`src/rtl/i8088_bus_pkg.sv`:
```
// Shared types, defaults and width helpers for the 8088 bus-mastership arbiter.
package i8088_bus_pkg;

  typedef enum logic [2:0] {
    IDLE,
    WAIT_ACK,
    GRANT,
    HANDOFF,
    RELEASE
  } arb_state_t;

  localparam int unsigned DEF_N_REQ        = 4;
  localparam int unsigned DEF_MAX_TENURE   = 64;
  localparam int unsigned DEF_HLDA_TIMEOUT = 255;

  // Width of an owner index for n requesters (never narrower than 1 bit).
  function automatic int unsigned owner_w(input int unsigned n);
    return (n < 2) ? 1 : $clog2(n);
  endfunction

  // Width of a counter that must be able to hold the value lim.
  function automatic int unsigned cnt_w(input int unsigned lim);
    return (lim < 1) ? 1 : $clog2(lim + 1);
  endfunction

endpackage

```
`src/rtl/i8088_rr_picker.sv`:
```
// Combinational round-robin picker: first set request at or after i_start,
// wrapping modulo N_REQ.
module i8088_rr_picker
  import i8088_bus_pkg::*;
#(
  parameter int unsigned N_REQ = DEF_N_REQ
) (
  input  logic [N_REQ-1:0]            i_req,
  input  logic [owner_w(N_REQ)-1:0]   i_start,
  output logic                        o_valid,
  output logic [owner_w(N_REQ)-1:0]   o_idx
);

  localparam int unsigned OW = owner_w(N_REQ);

  // Scan requesters starting at i_start; the first one found wins.
  always_comb begin : scan
    logic          found;
    logic [OW-1:0] cand;
    found = 1'b0;
    cand  = '0;
    o_idx = '0;
    for (int unsigned k = 0; k < N_REQ; k++) begin
      cand = OW'((32'(i_start) + k) % N_REQ);
      if (!found && i_req[cand]) begin
        found = 1'b1;
        o_idx = cand;
      end
    end
    o_valid = found;
  end

endmodule

```
`src/rtl/i8088_hold_arbiter.sv`:
```
// Bus-mastership arbiter for the 8088 local bus: acquires the bus from the
// processor via HOLD/HLDA, then grants it round-robin with bounded tenure.
module i8088_hold_arbiter
  import i8088_bus_pkg::*;
#(
  parameter int unsigned N_REQ        = DEF_N_REQ,
  parameter int unsigned MAX_TENURE   = DEF_MAX_TENURE,
  parameter int unsigned HLDA_TIMEOUT = DEF_HLDA_TIMEOUT
) (
  input  logic                      CLK,
  input  logic                      RESET,
  input  logic [N_REQ-1:0]          REQ,
  input  logic                      HLDA,
  output logic                      HOLD,
  output logic [N_REQ-1:0]          GNT,
  output logic [owner_w(N_REQ)-1:0] OWNER,
  output logic                      BUS_BUSY,
  output logic                      HLDA_ERR
);

  localparam int unsigned OW = owner_w(N_REQ);
  localparam int unsigned WW = cnt_w(HLDA_TIMEOUT);
  localparam int unsigned TW = cnt_w(MAX_TENURE);

  localparam logic [OW-1:0]    LAST_IDX  = OW'(N_REQ - 1);
  localparam logic [WW-1:0]    WAIT_LAST = WW'(HLDA_TIMEOUT - 1);
  localparam logic [WW-1:0]    WAIT_MAX  = WW'(HLDA_TIMEOUT);
  localparam logic [TW-1:0]    TEN_LAST  = TW'((MAX_TENURE == 0) ? 0 : MAX_TENURE - 1);
  localparam logic [TW-1:0]    TEN_MAX   = TW'(MAX_TENURE);
  localparam logic [N_REQ-1:0] GNT_ONE   = N_REQ'(1);

  arb_state_t       r_state;
  arb_state_t       w_state_nxt;

  logic             r_hold;
  logic [N_REQ-1:0] r_gnt;
  logic [OW-1:0]    r_owner;
  logic             r_busy;
  logic             r_err;
  logic [WW-1:0]    r_wait_cnt;
  logic [TW-1:0]    r_ten_cnt;

  logic             w_hold_nxt;
  logic [N_REQ-1:0] w_gnt_nxt;
  logic [OW-1:0]    w_owner_nxt;
  logic             w_busy_nxt;
  logic             w_err_nxt;

  logic             w_any_req;
  logic             w_own_req;
  logic [OW-1:0]    w_rr_start;
  logic             w_pick_valid;
  logic [OW-1:0]    w_pick_idx;
  logic             w_wait_done;
  logic             w_tenure_hit;
  logic             w_grant_exit;
  logic             w_ack_drop;
  logic             w_timeout;

  assign w_any_req  = |REQ;
  assign w_own_req  = REQ[r_owner];
  assign w_rr_start = (r_owner == LAST_IDX) ? '0 : r_owner + 1'b1;

  i8088_rr_picker #(
    .N_REQ (N_REQ)
  ) u_picker (
    .i_req   (REQ),
    .i_start (w_rr_start),
    .o_valid (w_pick_valid),
    .o_idx   (w_pick_idx)
  );

  // The wait counter reads TIMEOUT-1 on the edge where it reaches TIMEOUT.
  assign w_wait_done  = (r_wait_cnt == WAIT_LAST);
  assign w_tenure_hit = (MAX_TENURE != 32'd0) && (r_ten_cnt == TEN_LAST);
  assign w_grant_exit = !w_own_req || w_tenure_hit;
  assign w_ack_drop   = ((r_state == GRANT) || (r_state == HANDOFF)) && !HLDA;
  assign w_timeout    = (r_state == WAIT_ACK) && !HLDA && w_any_req && w_wait_done;

  // State register and registered outputs.
  always_ff @(posedge CLK or posedge RESET) begin
    if (RESET) begin
      r_state <= IDLE;
      r_hold  <= 1'b0;
      r_gnt   <= '0;
      r_owner <= LAST_IDX;
      r_busy  <= 1'b0;
      r_err   <= 1'b0;
    end else begin
      r_state <= w_state_nxt;
      r_hold  <= w_hold_nxt;
      r_gnt   <= w_gnt_nxt;
      r_owner <= w_owner_nxt;
      r_busy  <= w_busy_nxt;
      r_err   <= w_err_nxt;
    end
  end

  // Next-state decode; an HLDA drop outranks tenure expiry and withdrawal.
  always_comb begin
    w_state_nxt = r_state;
    case (r_state)
      IDLE: begin
        if (w_any_req) w_state_nxt = WAIT_ACK;
      end
      WAIT_ACK: begin
        if (HLDA && w_pick_valid) w_state_nxt = GRANT;
        else if (!w_any_req)      w_state_nxt = RELEASE;
        else if (w_wait_done)     w_state_nxt = RELEASE;
      end
      GRANT: begin
        if (!HLDA)             w_state_nxt = RELEASE;
        else if (w_grant_exit) w_state_nxt = w_any_req ? HANDOFF : RELEASE;
      end
      HANDOFF: begin
        if (!HLDA)             w_state_nxt = RELEASE;
        else if (w_pick_valid) w_state_nxt = GRANT;
        else                   w_state_nxt = RELEASE;
      end
      RELEASE: begin
        if (!HLDA) w_state_nxt = IDLE;
      end
      default: w_state_nxt = IDLE;
    endcase
  end

  // Output values to be registered, derived from the upcoming state.
  always_comb begin
    w_hold_nxt  = (w_state_nxt == WAIT_ACK) || (w_state_nxt == GRANT) ||
                  (w_state_nxt == HANDOFF);
    w_gnt_nxt   = '0;
    w_owner_nxt = r_owner;
    if (w_state_nxt == GRANT) begin
      if (r_state == GRANT) begin
        w_gnt_nxt = r_gnt;
      end else begin
        w_gnt_nxt   = GNT_ONE << w_pick_idx;
        w_owner_nxt = w_pick_idx;
      end
    end
    w_busy_nxt = |w_gnt_nxt;
    w_err_nxt  = r_err | w_ack_drop | w_timeout;
  end

  // Wait and tenure counters; holding them at zero outside their state
  // gives the clear-on-entry behaviour, since GRANT is never re-entered
  // directly from GRANT.
  always_ff @(posedge CLK or posedge RESET) begin
    if (RESET) begin
      r_wait_cnt <= '0;
      r_ten_cnt  <= '0;
    end else begin
      if (r_state != WAIT_ACK)      r_wait_cnt <= '0;
      else if (r_wait_cnt != WAIT_MAX) r_wait_cnt <= r_wait_cnt + 1'b1;

      if (r_state != GRANT)         r_ten_cnt <= '0;
      else if (r_ten_cnt != TEN_MAX) r_ten_cnt <= r_ten_cnt + 1'b1;
    end
  end

  assign HOLD     = r_hold;
  assign GNT      = r_gnt;
  assign OWNER    = r_owner;
  assign BUS_BUSY = r_busy;
  assign HLDA_ERR = r_err;

endmodule

```
`config.mk`:
```
export PLATFORM = sky130hd
export DESIGN_NAME = i8088_hold_arbiter
export DESIGN_NICKNAME = d
export VERILOG_FILES = /design/src/rtl/i8088_bus_pkg.sv /design/src/rtl/i8088_rr_picker.sv /design/src/rtl/i8088_hold_arbiter.sv
export SDC_FILE = /design/constraint.sdc
export NUM_CORES = 1
export LEC_CHECK = 0
export CORE_ASPECT_RATIO = 0.8
export CORE_MARGIN = 10
export CORE_UTILIZATION = 40
export CTS_BUF_LIST = sky130_fd_sc_hd__clkbuf_16
export CTS_CLUSTER_SIZE = 20
export DETAILED_ROUTE_END_ITERATION = 8
export GPL_ROUTABILITY_DRIVEN = 0
export GPL_TIMING_DRIVEN = 0
export PLACE_DENSITY = 0.69
export SYNTH_ARGS = -nofsm -noshare
export SYNTH_HDL_FRONTEND = slang
export SYNTH_SLANG_ARGS = --single-unit
```
`constraint.sdc`:
```
create_clock -name CLK -period 2.3 [get_ports CLK]
set_input_delay 0.46 -clock CLK [delete_from_list [all_inputs] [get_ports CLK]]
set_output_delay 0.46 -clock CLK [all_outputs]
set_load 0.01 [all_outputs]
```
==> flow_metrics.py <==
metrics = {
    "routing": {
        "drt_pre_antenna_iters": 4,
        "via_per_inst": 5.49,
        "drt_iter0_drc": 51,
        "routed_wirelength_microns": 2870,
        "drtAntennaViolNets": 0,
        "via_count": 1137,
        "drcViolationCount": 0,
        "post_drt_wl_per_cell_microns": 13.8,
    },
    "power": {
        "leakagePower_nw": 0.704,
        "ir_worst_vdd_mv": 0.638,
        "power_density_nw_per_um2": 1030,
    },
    "worst_setup_path": {
        "start_kind": "register",
        "slowest_delay_ps": 610,
        "crit_family": "simple AND/OR/NAND/NOR gates",
        "critPathBufInv": 0,
        "required_ps": 2490,
        "path_common_cell": "nor3_1",
        "critical_path.max_fanout": 8,
        "path_class": "register to register",
        "crit_chain": "ha_1, o31a_2, nor3_1, nor3_1, or4_4, nor3b_2",
        "arrival_ps": 2300,
        "slowest_stage": "dfstp_2",
        "end_kind": "register",
    },
    "flow_run": {
        "cap_violations": 0,
    },
    "run_status": {
        "outcome": "finished clean",
    },
    "die": {
        "dieArea_sq_um": 6400,
        "die_height_microns": 73.6,
        "io_pins": 16,
        "coreArea_sq_um": 3450,
        "rows": 19,
        "initial_core_util": 0.417,
        "die_w_microns": 87.0,
    },
    "cts": {
        "clk_latency_ps": 260,
        "cts_buffers": 3,
        "postCtsSetupRepairBufs": 0,
        "cts.clk_slew.worst_paths_ps": 60,
        "cts_root_buf": "clkbuf_16",
        "cts_sinks": 27,
        "h-tree-depth": 1,
        "clockBufferDepth": 2,
        "holdBufCountCts": 0,
        "cts_tree": "yes",
    },
    "cells_and_area": {
        "finalNetCount": 178,
        "drive_gt1_frac": 0.121,
        "diodes": 0,
        "stdcell_area_sq_um": 1720,
        "area_delta_synth_final_pct": 19.9,
    },
    "synthesis": {
        "synth_top_cell_area_share": 0.436,
        "ys_types": 41,
        "postSynthCellCount": 146,
        "synth_nets": 158,
        "yosys-top-cells-area": "dfrtp_1, nor2_1, ha_1",
        "yosysTopAreaCell": "dfrtp_1",
        "ys_seq_area_frac": 0.472,
        "yosysMostFrequentCell": "dfrtp_1",
        "ys_seq_elements": 27,
        "syn_area_sq_um": 1440,
        "synth_edf_count": 0,
        "yosys_warnings": 0,
        "synthArstFlopShare": 1.00,
        "synth_flop_cell": "dfrtp_1",
        "ys_top_cells_by_count": "dfrtp_1, nor2_1, nand2_1",
        "syn_area_per_cell_sq_um": 9.84,
    },
    "placement": {
        "post_dp_cell_area_sq_um": 1640,
        "dp_hpwl_microns": 2160,
        "port_buffers": 15,
    },
    "timing": {
        "period_needed_ps": 2110,
        "max_freq_mhz": 474,
        "period_share": 0.918,
        "rsz0062_at_grt": "no",
        "finalSetupViolCount": 0,
        "fin_skew_ps": 3.86,
        "fin_tns_setup_ps": 0,
        "hold_viol": 0,
        "tightest_slew_ps": 1000,
        "slew-limit-headroom": 0.330,
        "maxSlewViolCount": 0,
    },
    "global_route": {
        "grt.total_usage": 0.0963,
        "grt_pass1_wl_microns": 4990,
        "grt_max_degree": 28,
        "antenna_found_initial": 0,
        "grt_pass1_vias": 1115,
        "overflow": 0,
    },
    "hold_path": {
        "hold_path.class": "register to register",
    },
}
## state kept, by name (all words and copies together), names as in the netlist
register,count
OWNER,2
HLDA_ERR,1
r_wait_cnt,8
GNT,4
BUS_BUSY,1
HOLD,1
r_state,3
r_ten_cnt,7
## tightest hold or removal path: cells and delay by family, from the launching register on
kind                   cells  cell delay, ps
buffers and inverters      1              40
DFF                        1             350
AOI/OAI and AO/OA          1              60
## layout by cell type, fill, tap and decap left out, types with 2 or more instances in the layout
| cell type | netlist | final |
|---|---|---|
| dfrtp_1 | 25 | 25 |
| nor2_1 | 21 | 21 |
| clkdlybuf4s50_1 | 0 | 15 |
| nand2_1 | 13 | 13 |
| a21oi_1 | 10 | 10 |
| nand3_1 | 6 | 6 |
| inv_1 | 5 | 6 |
| nor3_1 | 6 | 6 |
| ha_1 | 5 | 5 |
| xor2_1 | 4 | 4 |
| o21ai_0 | 4 | 4 |
| nand2b_1 | 3 | 3 |
| a31oi_1 | 3 | 3 |
| mux2_2 | 3 | 3 |
| clkbuf_16 | 0 | 3 |
| dfstp_2 | 2 | 2 |
| nand4_1 | 2 | 2 |
| o211ai_1 | 2 | 2 |
| or3_1 | 2 | 2 |
| nand3b_1 | 2 | 2 |
| nand4b_1 | 2 | 2 |
| o31ai_1 | 2 | 2 |
| and2_2 | 2 | 2 |
| xnor2_1 | 2 | 2 |
## area by class of cell
class / instances / area [sq um]
buffer: 1 / 11.3
clock inverter: 1 / 3.75
fill: 312 / 1720
multi-input combinational: 113 / 733
tap: 42 / 52.6
inverter: 5 / 18.8
timing repair buffer: 15 / 150
clock buffer: 3 / 75.1
sequential: 27 / 678
## logic make-up (layout without fill, tap and decap cells)
kind of cell	count (synthesis)	after routing	synth area share
XOR/XNOR	6	6	0.0366
buffers and inverters	6	25	0.0209
multiplexers	4	4	0.0392
AND/OR/NAND/NOR	68	68	0.245
AO/OA/AOI/OAI	30	30	0.143
adder cells (fa/ha/maj)	5	5	0.0436
flip-flops	27	27	0.472
## repair_timing
| action | 4_1_cts | 5_1_grt |
|---|---|---|
| endpoints found under the setup margin | 0 | 1 |
| endpoints found under the hold margin | 0 | 0 |
| gates resized for setup | 0 | 1 |
## final timing paths
check / from / to / slack, ps / cells after the start
max reg2reg: OWNER[0] / GNT[0] / 190 / 6
max: OWNER[0] / GNT[0] / 190 / 6
min in group asynchronous: RESET / GNT[3] / 740 / 2
min: HLDA_ERR / HLDA_ERR / 480 / 2
min reg2reg: HLDA_ERR / HLDA_ERR / 480 / 2
max in group asynchronous: RESET / r_wait_cnt[2] / 950 / 2
## stage by stage
step / power (mW) / setup WS (ps) / hold WS (ps) / util / std cells
2_1_floorplan: 1.16 / 332 / 484 / - / 146
3_3_place_gp: 1.36 / 40.2 / 459 / 0.475 / 203
3_5_place_dp: 1.39 / 17.1 / 459 / 0.475 / 203
4_1_cts: 1.78 / 206 / 478 / 0.498 / 207
5_1_grt: 1.91 / 49.2 / 547 / 0.500 / 207
6_report: 1.78 / 188 / 484 / 0.500 / 207
## report_power, final
group	internal [mW]	switching (mW)	leakage, nW
Combinational	0.349	0.359	0.307
Clock	0.233	0.153	0.0423
Sequential	0.579	0.107	0.355
## per-layer routing
metal,vias up,wire [microns],global-route usage
li1,570,-,-
met2,17,1320,0.153
met3,2,117,0.0331
met1,548,1410,0.118
met5,-,0,0
met4,0,21,0.0359
Power figures use the tool's default switching activity.
